### src/rtl/game_control_pkg.sv
// ----------------------------------------------------------------------------
// game_control_pkg : state encodings, timeout codes and strobe bundle
// Rev 1.0
// ----------------------------------------------------------------------------
`default_nettype none

package game_control_pkg;

  typedef enum logic [3:0] {
    S_INIT          = 4'd0,
    S_IDLE          = 4'd1,
    S_GEN_MOVE      = 4'd2,
    S_CHECK_COLLIDE = 4'd3,
    S_APPLY_LINK    = 4'd4,
    S_MOVE_ENEMIES  = 4'd5,
    S_DRAW_MAP      = 4'd6,
    S_DRAW_LINK     = 4'd7,
    S_DRAW_ENEMIES  = 4'd8
  } state_e;

  localparam logic [1:0] TO_NONE    = 2'b00;
  localparam logic [1:0] TO_MAP     = 2'b01;
  localparam logic [1:0] TO_LINK    = 2'b10;
  localparam logic [1:0] TO_ENEMIES = 2'b11;

  localparam logic ON  = 1'b1;
  localparam logic OFF = 1'b0;

  typedef struct packed {
    logic init;
    logic idle;
    logic gen_move;
    logic check_collide;
    logic apply_act_link;
    logic move_enemies;
    logic draw_map;
    logic draw_link;
    logic draw_enemies;
  } strobes_t;

  function automatic int unsigned max3(input int unsigned a, input int unsigned b,
                                       input int unsigned c);
    int unsigned m;
    m = (a > b) ? a : b;
    return (m > c) ? m : c;
  endfunction

endpackage

`default_nettype wire

### src/rtl/game_control_wait_counter.sv
// ----------------------------------------------------------------------------
// game_control_wait_counter : clearable up-counter with terminal-count compare
// Rev 1.0
// ----------------------------------------------------------------------------
`default_nettype none

module game_control_wait_counter #(
  parameter int unsigned WIDTH = 20
) (
  input  logic             clock_i,
  input  logic             clear_i,
  input  logic             enable_i,
  input  logic [WIDTH-1:0] terminal_i,
  output logic             terminal_o
);

  logic [WIDTH-1:0] count_q;
  logic [WIDTH-1:0] count_d;

  always_comb begin
    count_d = count_q;
    if (clear_i) begin
      count_d = '0;
    end else if (enable_i) begin
      count_d = count_q + 1'b1;
    end
  end

  always_ff @(posedge clock_i) begin
    count_q <= count_d;
  end

  assign terminal_o = (count_q == terminal_i);

endmodule

`default_nettype wire

### src/rtl/game_control.sv
// ----------------------------------------------------------------------------
// game_control : per-frame sequencing FSM with draw watchdog and frame counter
// Rev 1.0
// ----------------------------------------------------------------------------
`default_nettype none

module game_control
  import game_control_pkg::*;
#(
  parameter int unsigned INIT_CYCLES    = 4,
  parameter int unsigned COLLIDE_CYCLES = 2,
  parameter int unsigned DRAW_TIMEOUT   = 20'hFFFFF,
  parameter int unsigned FRAME_W        = 16
) (
  input  logic               clock_i,
  input  logic               resetn_i,
  input  logic               idle_done_i,
  input  logic               draw_map_done_i,
  input  logic               draw_link_done_i,
  input  logic               draw_enemies_done_i,
  output logic               init_o,
  output logic               idle_o,
  output logic               gen_move_o,
  output logic               check_collide_o,
  output logic               apply_act_link_o,
  output logic               move_enemies_o,
  output logic               draw_map_o,
  output logic               draw_link_o,
  output logic               draw_enemies_o,
  output logic [FRAME_W-1:0] frame_count_o,
  output logic               timeout_err_o,
  output logic [1:0]         timeout_state_o
);

  localparam int unsigned MAX_HOLD = max3(INIT_CYCLES, COLLIDE_CYCLES, DRAW_TIMEOUT);
  localparam int unsigned CNT_W    = $clog2(MAX_HOLD + 1);

  localparam logic [CNT_W-1:0] INIT_TC    = CNT_W'(INIT_CYCLES - 1);
  localparam logic [CNT_W-1:0] COLLIDE_TC = CNT_W'(COLLIDE_CYCLES - 1);
  localparam logic [CNT_W-1:0] DRAW_TC    = CNT_W'(DRAW_TIMEOUT - 1);

  state_e             state_q;
  state_e             state_d;
  logic [FRAME_W-1:0] frame_count_q;
  logic [FRAME_W-1:0] frame_count_d;
  logic               timeout_err_q;
  logic               timeout_err_d;
  logic [1:0]         timeout_state_q;
  logic [1:0]         timeout_state_d;

  logic [CNT_W-1:0]   cnt_terminal;
  logic               cnt_enable;
  logic               cnt_clear;
  logic               cnt_tc;
  logic               timeout_hit;
  logic [1:0]         timeout_code;
  strobes_t           strobes;

  // One counter serves every timed state; its terminal value follows the state.
  always_comb begin
    cnt_terminal = DRAW_TC;
    cnt_enable   = OFF;
    case (state_q)
      S_INIT:          begin cnt_terminal = INIT_TC;    cnt_enable = ON; end
      S_CHECK_COLLIDE: begin cnt_terminal = COLLIDE_TC; cnt_enable = ON; end
      S_DRAW_MAP,
      S_DRAW_LINK,
      S_DRAW_ENEMIES:  begin cnt_terminal = DRAW_TC;    cnt_enable = ON; end
      default:         begin cnt_terminal = DRAW_TC;    cnt_enable = OFF; end
    endcase
  end

  assign cnt_clear = !resetn_i || (state_d != state_q);

  game_control_wait_counter #(
    .WIDTH (CNT_W)
  ) u_wait_counter (
    .clock_i    (clock_i),
    .clear_i    (cnt_clear),
    .enable_i   (cnt_enable),
    .terminal_i (cnt_terminal),
    .terminal_o (cnt_tc)
  );

  always_ff @(posedge clock_i) begin
    if (!resetn_i) begin
      state_q <= S_INIT;
    end else begin
      state_q <= state_d;
    end
  end

  // A done on the same edge as the watchdog terminal count takes priority.
  always_comb begin
    state_d      = state_q;
    timeout_hit  = OFF;
    timeout_code = TO_NONE;
    case (state_q)
      S_INIT:          if (cnt_tc) state_d = S_DRAW_MAP;
      S_DRAW_MAP: begin
        if (draw_map_done_i) begin
          state_d = S_DRAW_LINK;
        end else if (cnt_tc) begin
          state_d      = S_DRAW_LINK;
          timeout_hit  = ON;
          timeout_code = TO_MAP;
        end
      end
      S_DRAW_LINK: begin
        if (draw_link_done_i) begin
          state_d = S_DRAW_ENEMIES;
        end else if (cnt_tc) begin
          state_d      = S_DRAW_ENEMIES;
          timeout_hit  = ON;
          timeout_code = TO_LINK;
        end
      end
      S_DRAW_ENEMIES: begin
        if (draw_enemies_done_i) begin
          state_d = S_IDLE;
        end else if (cnt_tc) begin
          state_d      = S_IDLE;
          timeout_hit  = ON;
          timeout_code = TO_ENEMIES;
        end
      end
      S_IDLE:          if (idle_done_i) state_d = S_GEN_MOVE;
      S_GEN_MOVE:      state_d = S_CHECK_COLLIDE;
      S_CHECK_COLLIDE: if (cnt_tc) state_d = S_APPLY_LINK;
      S_APPLY_LINK:    state_d = S_MOVE_ENEMIES;
      S_MOVE_ENEMIES:  state_d = S_DRAW_MAP;
      default:         state_d = S_INIT;
    endcase
  end

  always_comb begin
    frame_count_d   = frame_count_q;
    timeout_err_d   = timeout_err_q;
    timeout_state_d = timeout_state_q;
    if ((state_q == S_DRAW_ENEMIES) && (state_d == S_IDLE)) begin
      frame_count_d = frame_count_q + 1'b1;
    end
    if (timeout_hit) begin
      timeout_err_d   = ON;
      timeout_state_d = timeout_code;
    end
  end

  always_ff @(posedge clock_i) begin
    if (!resetn_i) begin
      frame_count_q   <= '0;
      timeout_err_q   <= OFF;
      timeout_state_q <= TO_NONE;
    end else begin
      frame_count_q   <= frame_count_d;
      timeout_err_q   <= timeout_err_d;
      timeout_state_q <= timeout_state_d;
    end
  end

  always_comb begin
    strobes = '0;
    case (state_q)
      S_INIT:          strobes.init           = ON;
      S_IDLE:          strobes.idle           = ON;
      S_GEN_MOVE:      strobes.gen_move       = ON;
      S_CHECK_COLLIDE: strobes.check_collide  = ON;
      S_APPLY_LINK:    strobes.apply_act_link = ON;
      S_MOVE_ENEMIES:  strobes.move_enemies   = ON;
      S_DRAW_MAP:      strobes.draw_map       = ON;
      S_DRAW_LINK:     strobes.draw_link      = ON;
      S_DRAW_ENEMIES:  strobes.draw_enemies   = ON;
      default:         strobes.init           = ON;
    endcase
  end

  assign init_o           = strobes.init;
  assign idle_o           = strobes.idle;
  assign gen_move_o       = strobes.gen_move;
  assign check_collide_o  = strobes.check_collide;
  assign apply_act_link_o = strobes.apply_act_link;
  assign move_enemies_o   = strobes.move_enemies;
  assign draw_map_o       = strobes.draw_map;
  assign draw_link_o      = strobes.draw_link;
  assign draw_enemies_o   = strobes.draw_enemies;
  assign frame_count_o    = frame_count_q;
  assign timeout_err_o    = timeout_err_q;
  assign timeout_state_o  = timeout_state_q;

endmodule

`default_nettype wire

### config.mk
export PLATFORM = sky130hd
export DESIGN_NAME = game_control
export DESIGN_NICKNAME = d
export VERILOG_FILES = /design/src/rtl/game_control_pkg.sv /design/src/rtl/game_control_wait_counter.sv /design/src/rtl/game_control.sv
export SDC_FILE = /design/constraint.sdc
export NUM_CORES = 1
export LEC_CHECK = 0
export CAP_MARGIN = 40
export CORE_ASPECT_RATIO = 1.1
export CORE_UTILIZATION = 31
export CTS_BUF_LIST = sky130_fd_sc_hd__clkbuf_8
export DETAILED_ROUTE_END_ITERATION = 10
export PLACE_DENSITY_LB_ADDON = 0.2
export SLEW_MARGIN = 20
export SYNTH_ARGS = -nofsm -noshare
export SYNTH_HDL_FRONTEND = slang
export SYNTH_SLANG_ARGS = --single-unit
### constraint.sdc
create_clock -name clock_i -period 5.5 [get_ports clock_i]
set_clock_uncertainty 0.15 [all_clocks]
set_input_delay 0.55 -clock clock_i [delete_from_list [all_inputs] [get_ports clock_i]]
set_output_delay 0.55 -clock clock_i [all_outputs]
set_load 0.005 [all_outputs]
==> impl_metrics.prom <==
# TYPE chip_impl_metric gauge
chip_impl_metric{name="clock-sinks",unit=""} 43
chip_impl_metric{name="post-route-drc-count",unit=""} 0
chip_impl_metric{name="design.final.nets",unit=""} 321
chip_impl_metric{name="final_layout_size_suffix_gt1_frac",unit=""} 0.06688
chip_impl_metric{name="htree_num_levels",unit=""} 2
chip_impl_metric{name="yosysSeqAreaShare",unit=""} 0.3656
chip_impl_metric{name="fp.coreArea",unit="sq um"} 7167
chip_impl_metric{name="number_of_buffer_cells_added_on_primary_ports",unit=""} 33
chip_impl_metric{name="insertion_delay",unit="ps"} 300
chip_impl_metric{name="globalRouteOverflowTotal",unit=""} 0
chip_impl_info{name="cts_tree",value="yes"} 1
chip_impl_metric{name="syn-cell-area",unit="sq um"} 2355
chip_impl_info{name="layout.cells.most_common_list",value="47 x sky130_fd_sc_hd__nor2_1, 43 x sky130_fd_sc_hd__dfxtp_1, 33 x sky130_fd_sc_hd__clkdlybuf4s50_1"} 1
chip_impl_metric{name="synth_fp_nets",unit=""} 298
chip_impl_metric{name="synthesized_netlist_cell_count",unit=""} 290
chip_impl_metric{name="postSynthRegisterBits",unit=""} 43
chip_impl_metric{name="layout-area-overhead-vs-synth",unit="%"} 19.08
chip_impl_metric{name="tritoncts.num_buffers",unit=""} 5
chip_impl_metric{name="timing.slew.headroom",unit=""} 0.4942
chip_impl_info{name="synthDominantAreaCellType",value="sky130_fd_sc_hd__dfxtp_1"} 1
chip_impl_metric{name="route.antenna.remaining_nets",unit=""} 0
chip_impl_metric{name="post-cts-setup-buffer-count",unit=""} 0
chip_impl_metric{name="worst_ep_arrival_time",unit="ps"} 3260
chip_impl_metric{name="power_density",unit="nW/um^2"} 269.1
chip_impl_metric{name="fin_crit",unit="ps"} 3187
chip_impl_info{name="yosys-top-cells-area",value="sky130_fd_sc_hd__dfxtp_1 37%, sky130_fd_sc_hd__nor2_1 7.5%, sky130_fd_sc_hd__xor2_1 6.7%"} 1
chip_impl_info{name="crit_type",value="reg -> reg"} 1
chip_impl_metric{name="layout.filler_cells",unit=""} 765
chip_impl_metric{name="max_slew.worst_pin.slew",unit="ps"} 750.7
chip_impl_metric{name="antenna_found_initial",unit=""} 0
chip_impl_metric{name="grt_start_max_net_pins",unit=""} 21
chip_impl_metric{name="finalHoldViolations",unit=""} 0
chip_impl_info{name="commonest_non_fill_non_tap_cell_in_the_layout",value="sky130_fd_sc_hd__nor2_1"} 1
chip_impl_info{name="root_buffer_selected_by_cts",value="sky130_fd_sc_hd__clkbuf_8"} 1
chip_impl_metric{name="detailed_place_hpwl",unit="um"} 3639
chip_impl_metric{name="gp_routability_congestion",unit=""} 0.7400
chip_impl_info{name="worst_setup_path_end_kind",value="register"} 1
chip_impl_metric{name="drtPass1Iterations",unit=""} 4
chip_impl_metric{name="clk_pin_slew",unit="ps"} 100
chip_impl_info{name="status",value="finished, final reports clean"} 1
chip_impl_metric{name="post-route-worst-setup-slack",unit="ps"} 2313
chip_impl_metric{name="power.static_leakage",unit="nW"} 1.004
chip_impl_metric{name="synth.lib_cells_used.distinct",unit=""} 58
chip_impl_metric{name="grt_pass1_vias",unit=""} 1875
chip_impl_metric{name="finalCoreUtilization",unit=""} 0.3912
chip_impl_metric{name="setup_viol",unit=""} 0
chip_impl_metric{name="die_w",unit="um"} 85.10
chip_impl_metric{name="num_antenna_cells",unit=""} 0
chip_impl_metric{name="worst-endpoint-required",unit="ps"} 5580
chip_impl_metric{name="worst_hold_slack",unit="ps"} 321.4
chip_impl_metric{name="max_cap_violations",unit=""} 0
chip_impl_metric{name="number_of_flops_mapped_to_enable_cells_by_yosys",unit=""} 0
chip_impl_metric{name="wl_per_cell",unit="um"} 13.42
chip_impl_metric{name="irDropWorstVdd",unit="mV"} 0.1180
chip_impl_metric{name="cts_resized",unit=""} 0
chip_impl_metric{name="initialDrtViolationCount",unit=""} 98
chip_impl_metric{name="min_period_over_period",unit=""} 0.5795
chip_impl_metric{name="cts_hold_buffers",unit=""} 0
chip_impl_metric{name="place_worst_setup_slack",unit="ps"} 2322
chip_impl_metric{name="routed_wirelength",unit="um"} 5354
chip_impl_metric{name="yosysTopAreaCellShare",unit=""} 0.3656
chip_impl_metric{name="synthesis.area_per_instance",unit="sq um"} 8.120
chip_impl_metric{name="detailroute.via_count",unit=""} 2127
chip_impl_metric{name="die_boundary_height",unit="um"} 93.41
chip_impl_metric{name="fmax",unit="GHz"} 0.3137
chip_impl_metric{name="clock_tree.buffer_depth",unit=""} 2
chip_impl_metric{name="initial_core_util",unit=""} 0.3286
chip_impl_metric{name="crit_fanout",unit=""} 19
chip_impl_metric{name="synthArstFlopShare",unit=""} 0
chip_impl_metric{name="design_power_total",unit="mW"} 0.7545
chip_impl_info{name="yosys_most_used_dff",value="sky130_fd_sc_hd__dfxtp_1"} 1
chip_impl_info{name="hold_class",value="reg -> reg"} 1
chip_impl_metric{name="fp-row-count",unit=""} 32
chip_impl_metric{name="die_area",unit="sq um"} 7949
chip_impl_info{name="crit_path_start_kind",value="register"} 1
chip_impl_metric{name="setup_total_negative_slack",unit="ps"} 0
chip_impl_info{name="grt_setup_unrepaired",value="no"} 1
chip_impl_metric{name="detail_route.vias_per_cell",unit=""} 5.331
chip_impl_metric{name="grt_pass1_wl",unit="um"} 8832
chip_impl_metric{name="yosys_warnings",unit=""} 0
chip_impl_metric{name="num_io_pins",unit=""} 34
chip_impl_metric{name="timing.final.max_slew_violations",unit=""} 0
chip_impl_metric{name="grt.total_usage",unit=""} 0.1362
synthesized netlist by cell type (all sizes together), types with 2 or more instances:
cell	n
a211o	2
a21oi	12
a22oi	2
a31oi	2
and3	13
buf	8
clkbuf	9
dfxtp	43
ha	2
inv	5
mux2i	3
nand2	25
nand2b	6
nand3	14
nand4	6
nor2	48
nor2b	4
nor3	5
nor4	4
nor4b	3
o211ai	2
o21ai	10
o31ai	6
or3	5
or4	6
xnor2	7
xor2	18
flip-flops by register name, indices dropped and copies added (netlist names):
signal	cells
frame_count_o	16
state_q	4
timeout_err_o	1
timeout_state_o	2
u_wait_counter.count_q	20
critical path, cell delays in order, from the launching register on:
cell                      delay, ps
sky130_fd_sc_hd__dfxtp_1        770
sky130_fd_sc_hd__or2b_2         280
sky130_fd_sc_hd__nand3_2        110
sky130_fd_sc_hd__or3_4          420
sky130_fd_sc_hd__a21oi_4        420
sky130_fd_sc_hd__nor2_2         230
sky130_fd_sc_hd__or4_1          570
sky130_fd_sc_hd__a21oi_1        150
path summary, 6_finish.rpt:
kind                                   startpoint                 to  slack [ps]  depth (start not counted)
worst min register to register  frame_count_o[15]  frame_count_o[15]         320                          2
worst max register to register         state_q[0]  frame_count_o[12]        2310                          7
worst min-delay path            frame_count_o[15]  frame_count_o[15]         320                          2
worst max-delay path                   state_q[0]  frame_count_o[12]        2310                          7
cell families after synthesis:
logic type / Yosys count / synth area share
fa+ha+maj: 2 / 0.01063
simple gates: 145 / 0.3273
compound gates: 49 / 0.1472
xor+xnor: 25 / 0.09299
flops: 43 / 0.3656
buf+inv: 23 / 0.04357
mux: 3 / 0.01275
per-stage QoR:
| stage | instance area (sq um) | instances |
|---|---|---|
| 2_1_floorplan | 2355 | 290 |
| 3_3_place_gp | 2711 | 391 |
| 3_5_place_dp | 2711 | 391 |
| 4_1_cts | 2804 | 399 |
| 5_1_grt | 2804 | 399 |
| 6_report | 2804 | 399 |
layout make-up:
| type | instances | area, sq um | area share |
|---|---|---|---|
| repair buffers | 33 | 330.3 | 0.1178 |
| multi-input cells | 224 | 1391 | 0.4962 |
| inverters | 6 | 22.52 | 0.008032 |
| well taps | 85 | 106.4 | 0.03793 |
| clock inverters | 3 | 23.77 | 0.008478 |
| clock buffers | 5 | 68.82 | 0.02454 |
| flip-flops and latches | 43 | 860.8 | 0.3070 |
power breakdown:
part	internal [mW]	leakage [nW]	switching (mW)
clock network	0.0911	0.0408	0.122
logic	0.0794	0.616	0.109
registers	0.323	0.347	0.0301
total	0.493	1.00	0.261
layer usage:
metal / vias to the layer above / global-route usage / wire [um]
li1: 1071 / - / -
met1: 1024 / 0.1756 / 2625
met2: 30 / 0.2325 / 2523
met3: 2 / 0.02913 / 178
met4: 0 / 0.02966 / 27
met5: - / 0 / 0
No activity file was read; power rests on OpenSTA's default activity.
==> edit 1, RTL diff (same settings) <==
Re-encode `state_e` (9 states) as one-hot, 9 bits wide.
--- a/src/rtl/game_control_pkg.sv
+++ b/src/rtl/game_control_pkg.sv
@@ -7,14 +7,14 @@
 package game_control_pkg;
 
-  typedef enum logic [3:0] {
-    S_INIT          = 4'd0,
-    S_IDLE          = 4'd1,
-    S_GEN_MOVE      = 4'd2,
-    S_CHECK_COLLIDE = 4'd3,
-    S_APPLY_LINK    = 4'd4,
-    S_MOVE_ENEMIES  = 4'd5,
-    S_DRAW_MAP      = 4'd6,
-    S_DRAW_LINK     = 4'd7,
-    S_DRAW_ENEMIES  = 4'd8
+  typedef enum logic [8:0] {
+    S_INIT          = 9'b000000001,
+    S_IDLE          = 9'b000000010,
+    S_GEN_MOVE      = 9'b000000100,
+    S_CHECK_COLLIDE = 9'b000001000,
+    S_APPLY_LINK    = 9'b000010000,
+    S_MOVE_ENEMIES  = 9'b000100000,
+    S_DRAW_MAP      = 9'b001000000,
+    S_DRAW_LINK     = 9'b010000000,
+    S_DRAW_ENEMIES  = 9'b100000000
   } state_e;
 
Check against the original RTL: same outputs for any inputs over 10 cycles, from zero or initial values and one cycle with resetn_i low; not proved beyond that.
==> edit 1 against the unedited design <==
- routed wire length increased by 22%
- synthesized area increased by 13%
- clock power increased by 22%
- final area increased by 13%
- total power increased by 10%
- register-to-register slack improved by 300 ps
- maximum frequency decreased by 3.0%
- non-clock buffer count increased by 2
- utilization decreased by 1.2 points
- setup slack got worse by 97 ps
- sequential cell count increased by 5
- first-iteration DRC count decreased by 6.1%
- critical path type is now reg2out
==> edit 1: results (changes against the unedited design) <==
- Run status: complete, no violations
- Area occupied by multi-input gates: 1588 µm² (+14%)
- Non-clk bufs: 35 (+6.1%)
- Layout cells sized above 1: 6.936% (+0.25 points)
- Gpl congestion: 0.7942 (+7.3%)
- Reg-to-reg endpoint: u_wait_counter.count_q[1]$_SDFFE_PP0P_
- DP HPWL: 4.677 mm (+29%)
- Max VDD drop: 86.66 µV (-27%)
- Sequential-to-total area share from yosys stat: 36.16% (-0.40 points)
- Endpoint, Worst Hold: timeout_err_o$_SDFFE_PN0P_
- Signal buf overhead: 11.01% (-0.77 points)
- WL met2: 2.991 mm (+19%)
- Largest net degree at the start of global routing: 27 (+29%)
- Final #Nets: 353 (+10%)
- Syn nets: 330 (+11%)
- Top cells by area, synth: dfxtp_1 (36%), xor2_1 (6.9%), nor2_1 (4.4%)
- R2R Setup Slk: 2610 ps (+300 ps)
- Worst r2r src: state_q[5]$_SDFF_PN0_
- FF+latch area: 960.9 µm² (+12%)
- Synth cell types: 50 (-14%)
- DRT iter0 DRCs: 92 (-6.1%)
- Clock network share of area: 3.512% (+0.21 points)
- Crit-path slowest cell: clkdlybuf4s50_1
- Post-synthesis mux area share: 1.177% (-0.098 points)
- Crit path DAT: 2580 ps (-680 ps)
-- edit 1: cell types whose count changed after synthesis, moves of 4 or more --
| cell | unedited run | this run |
|---|---|---|
| and4_1 | 1 | 8 |
| and2_1 | 1 | 5 |
| o31ai_1 | 6 | 12 |
| or3_1 | 4 | 8 |
| o21ai_0 | 10 | 14 |
| nand4_1 | 5 | 13 |
| or4_1 | 6 | 10 |
| dfxtp_1 | 43 | 48 |
| a21oi_1 | 11 | 22 |
| nor3_2 | 0 | 5 |
| nor2_1 | 47 | 31 |
-- edit 1: metrics by stage --
stage	util, %	hold slack, ps	area [µm²]	power [mW]	std cells
CTS	37.91	302.4	3171	0.8425	457
floorplan	-	291.8	2658	0.5336	322
global placement	36.44	284.7	3048	0.5705	448
detailed placement	36.57	288.1	3059	0.5805	449
finish	37.91	304.8	3171	0.8332	457
global route	37.91	352.1	3171	0.8819	457
-- edit 1: worst max-delay path, delay by kind of cell (launching register included) --
family	cells	cell delay (ps)
simple gates	3	1280
flops	1	440
buf+inv	1	570
==> edit 2, RTL diff (config.mk and constraints unchanged) <==
Made on the original files. `COLLIDE_CYCLES`: 2 -> 4.
--- a/src/rtl/game_control.sv
+++ b/src/rtl/game_control.sv
@@ -9,5 +9,5 @@
 #(
   parameter int unsigned INIT_CYCLES    = 4,
-  parameter int unsigned COLLIDE_CYCLES = 2,
+  parameter int unsigned COLLIDE_CYCLES = 4,
   parameter int unsigned DRAW_TIMEOUT   = 20'hFFFFF,
   parameter int unsigned FRAME_W        = 16
Behaviour: same outputs for any inputs over 10 cycles, from zero or initial values and one cycle with resetn_i low; that may be too few to reach the edited logic, so the function may still have changed.
==> edit 2 against the unedited design <==
- critical path depth down 4
- routed wire length up 17%
- global-route usage up 0.88 points
- sequential cell count unchanged
- critical endpoint is now apply_act_link_o
- non-clock buffer count up 5
- total power up 16%
- synthesized area up 13%
- final area up 12%
- synthesized cell count up 10%
- sequential power up 5%
- setup slack better by 270 ps
==> edit 2: results (changes against the unedited design) <==
- Run status: complete, no violations
- Clock Latency Late Sink: 310 ps
- Slew headroom: 49.78% (+0.35 points)
- DP Worst Slack: 2715 ps (+392.6 ps)
- Syn. warnings: 0 (unchanged)
- Max VDD drop: 140.9 µV (+19%)
- Net switching power figure: 326.4 µW (+25%)
- # fillers: 856 (+12%)
- Final #Nets: 347 (+8.1%)
- Post-CTS sizing: 0 (unchanged)
- GR Util All Layers: 14.50% (+0.88 points)
- GRT met2 Usage: 24.42% (+1.2 points)
- Gpl congestion: 0.8004 (+8.2%)
- Top cells by area, synth: dfxtp_1 (32%), mux2i_1 (7.1%), nand2b_1 (4.2%)
- Leakage: 0.9682 nW (-3.6%)
- Synth cell types: 50 (-14%)
- Crit Path Max Fanout: 21 (+2)
- GR Layer Usage met3: 2.676% (-0.24 points)
- R2R cell count: 6 (-1)
- First-pass GRT wire length: 10.72 mm (+21%)
- DP HPWL: 4.332 mm (+19%)
- Largest net degree at the start of global routing: 38 (+81%)
- Post-synth top cells: dfxtp_1 (43), nand2_1 (24), mux2i_1 (19)
- Hold path depth: 2 (unchanged)
- Vias in the first global route: 2,225 (+19%)
- Fraction of registers with async set/reset: 0% (unchanged)
- DRT iter0 DRCs: 100 (+2.0%)
- Drt wl/cell: 13.94 µm (+3.9%)
- Layout cells sized above 1: 8.235% (+1.5 points)
- HP Class: reg2reg
- Crit path DAT: 2220 ps (-1040 ps)
- Worst-path clk slew: 90 ps
- Sequential-to-total area share from yosys stat: 32.26% (-4.3 points)
- Met1 global-route usage: 18.93% (+1.4 points)
- Vias per cell: 5.315 (-0.30%)
- Syn nets: 328 (+10%)
[edit 2: cells by family (layout without fill, tap and decap cells)]
group | after synthesis | in the layout | synth area share [%]
AO/OA/AOI/OAI | 71 | 71 | 18.89
buffers and inverters | 33 | 53 | 6.329
adder cells (fa/ha/maj) | 2 | 2 | 0.9375
XOR/XNOR | 11 | 11 | 3.610
flip-flops | 43 | 43 | 32.26
multiplexers | 19 | 19 | 7.126
AND/OR/NAND/NOR | 141 | 141 | 30.85
[edit 2: worst max-delay path: stages (launching register included)]
cell             delay (ps)
dfxtp_1                 820
nand2b_1                340
nor3_1                  210
clkdlybuf4s50_1         540
[edit 2: path summary, 6_finish.rpt]
path	startpoint	endpoint	slack, ps
min	frame_count_o[15]$_SDFFE_PN0P_	frame_count_o[15]$_SDFFE_PN0P_	320
max	state_q[2]$_SDFF_PN0_	apply_act_link_o	2580
min reg2reg	frame_count_o[15]$_SDFFE_PN0P_	frame_count_o[15]$_SDFFE_PN0P_	320
max reg2reg	state_q[2]$_SDFF_PN0_	u_wait_counter.count_q[8]$_SDFFE_PP0P_	2680
[edit 2: layout make-up]
type                    instances  area [µm²]  share of cell area (%)
inverters                       7       31.28                  0.9932
well taps                     111       138.9                   4.410
repair buffers                 38       382.9                   12.16
clock inverters                 3       23.77                  0.7549
multi-input cells             244        1643                   52.17
flip-flops and latches         43       860.8                   27.33
clock buffers                   5       68.82                   2.185
[edit 2: layer usage]
layer / up-vias / share of wire (%)
met2: 25 / 47
li1: 1218 / -
met5: - / 0
met4: 0 / 0.84
met3: 4 / 2.0
met1: 1150 / 51
[edit 2: power by group through the flow]
stage | sequential, mW | combinational (mW) | clock (mW)
after floorplan | 0.344 | 0.244 | 0
after global placement | 0.376 | 0.281 | 0
after detailed placement | 0.377 | 0.292 | 0
after CTS | 0.369 | 0.293 | 0.223
after global routing | 0.375 | 0.322 | 0.236
final | 0.370 | 0.289 | 0.214
[edit 2: stage by stage]
stage,instance area (µm²),std cells
after floorplan,2669,320
after CTS,3149,451
after detailed placement,3057,443
after global routing,3149,451
final,3149,451
after global placement,3027,441
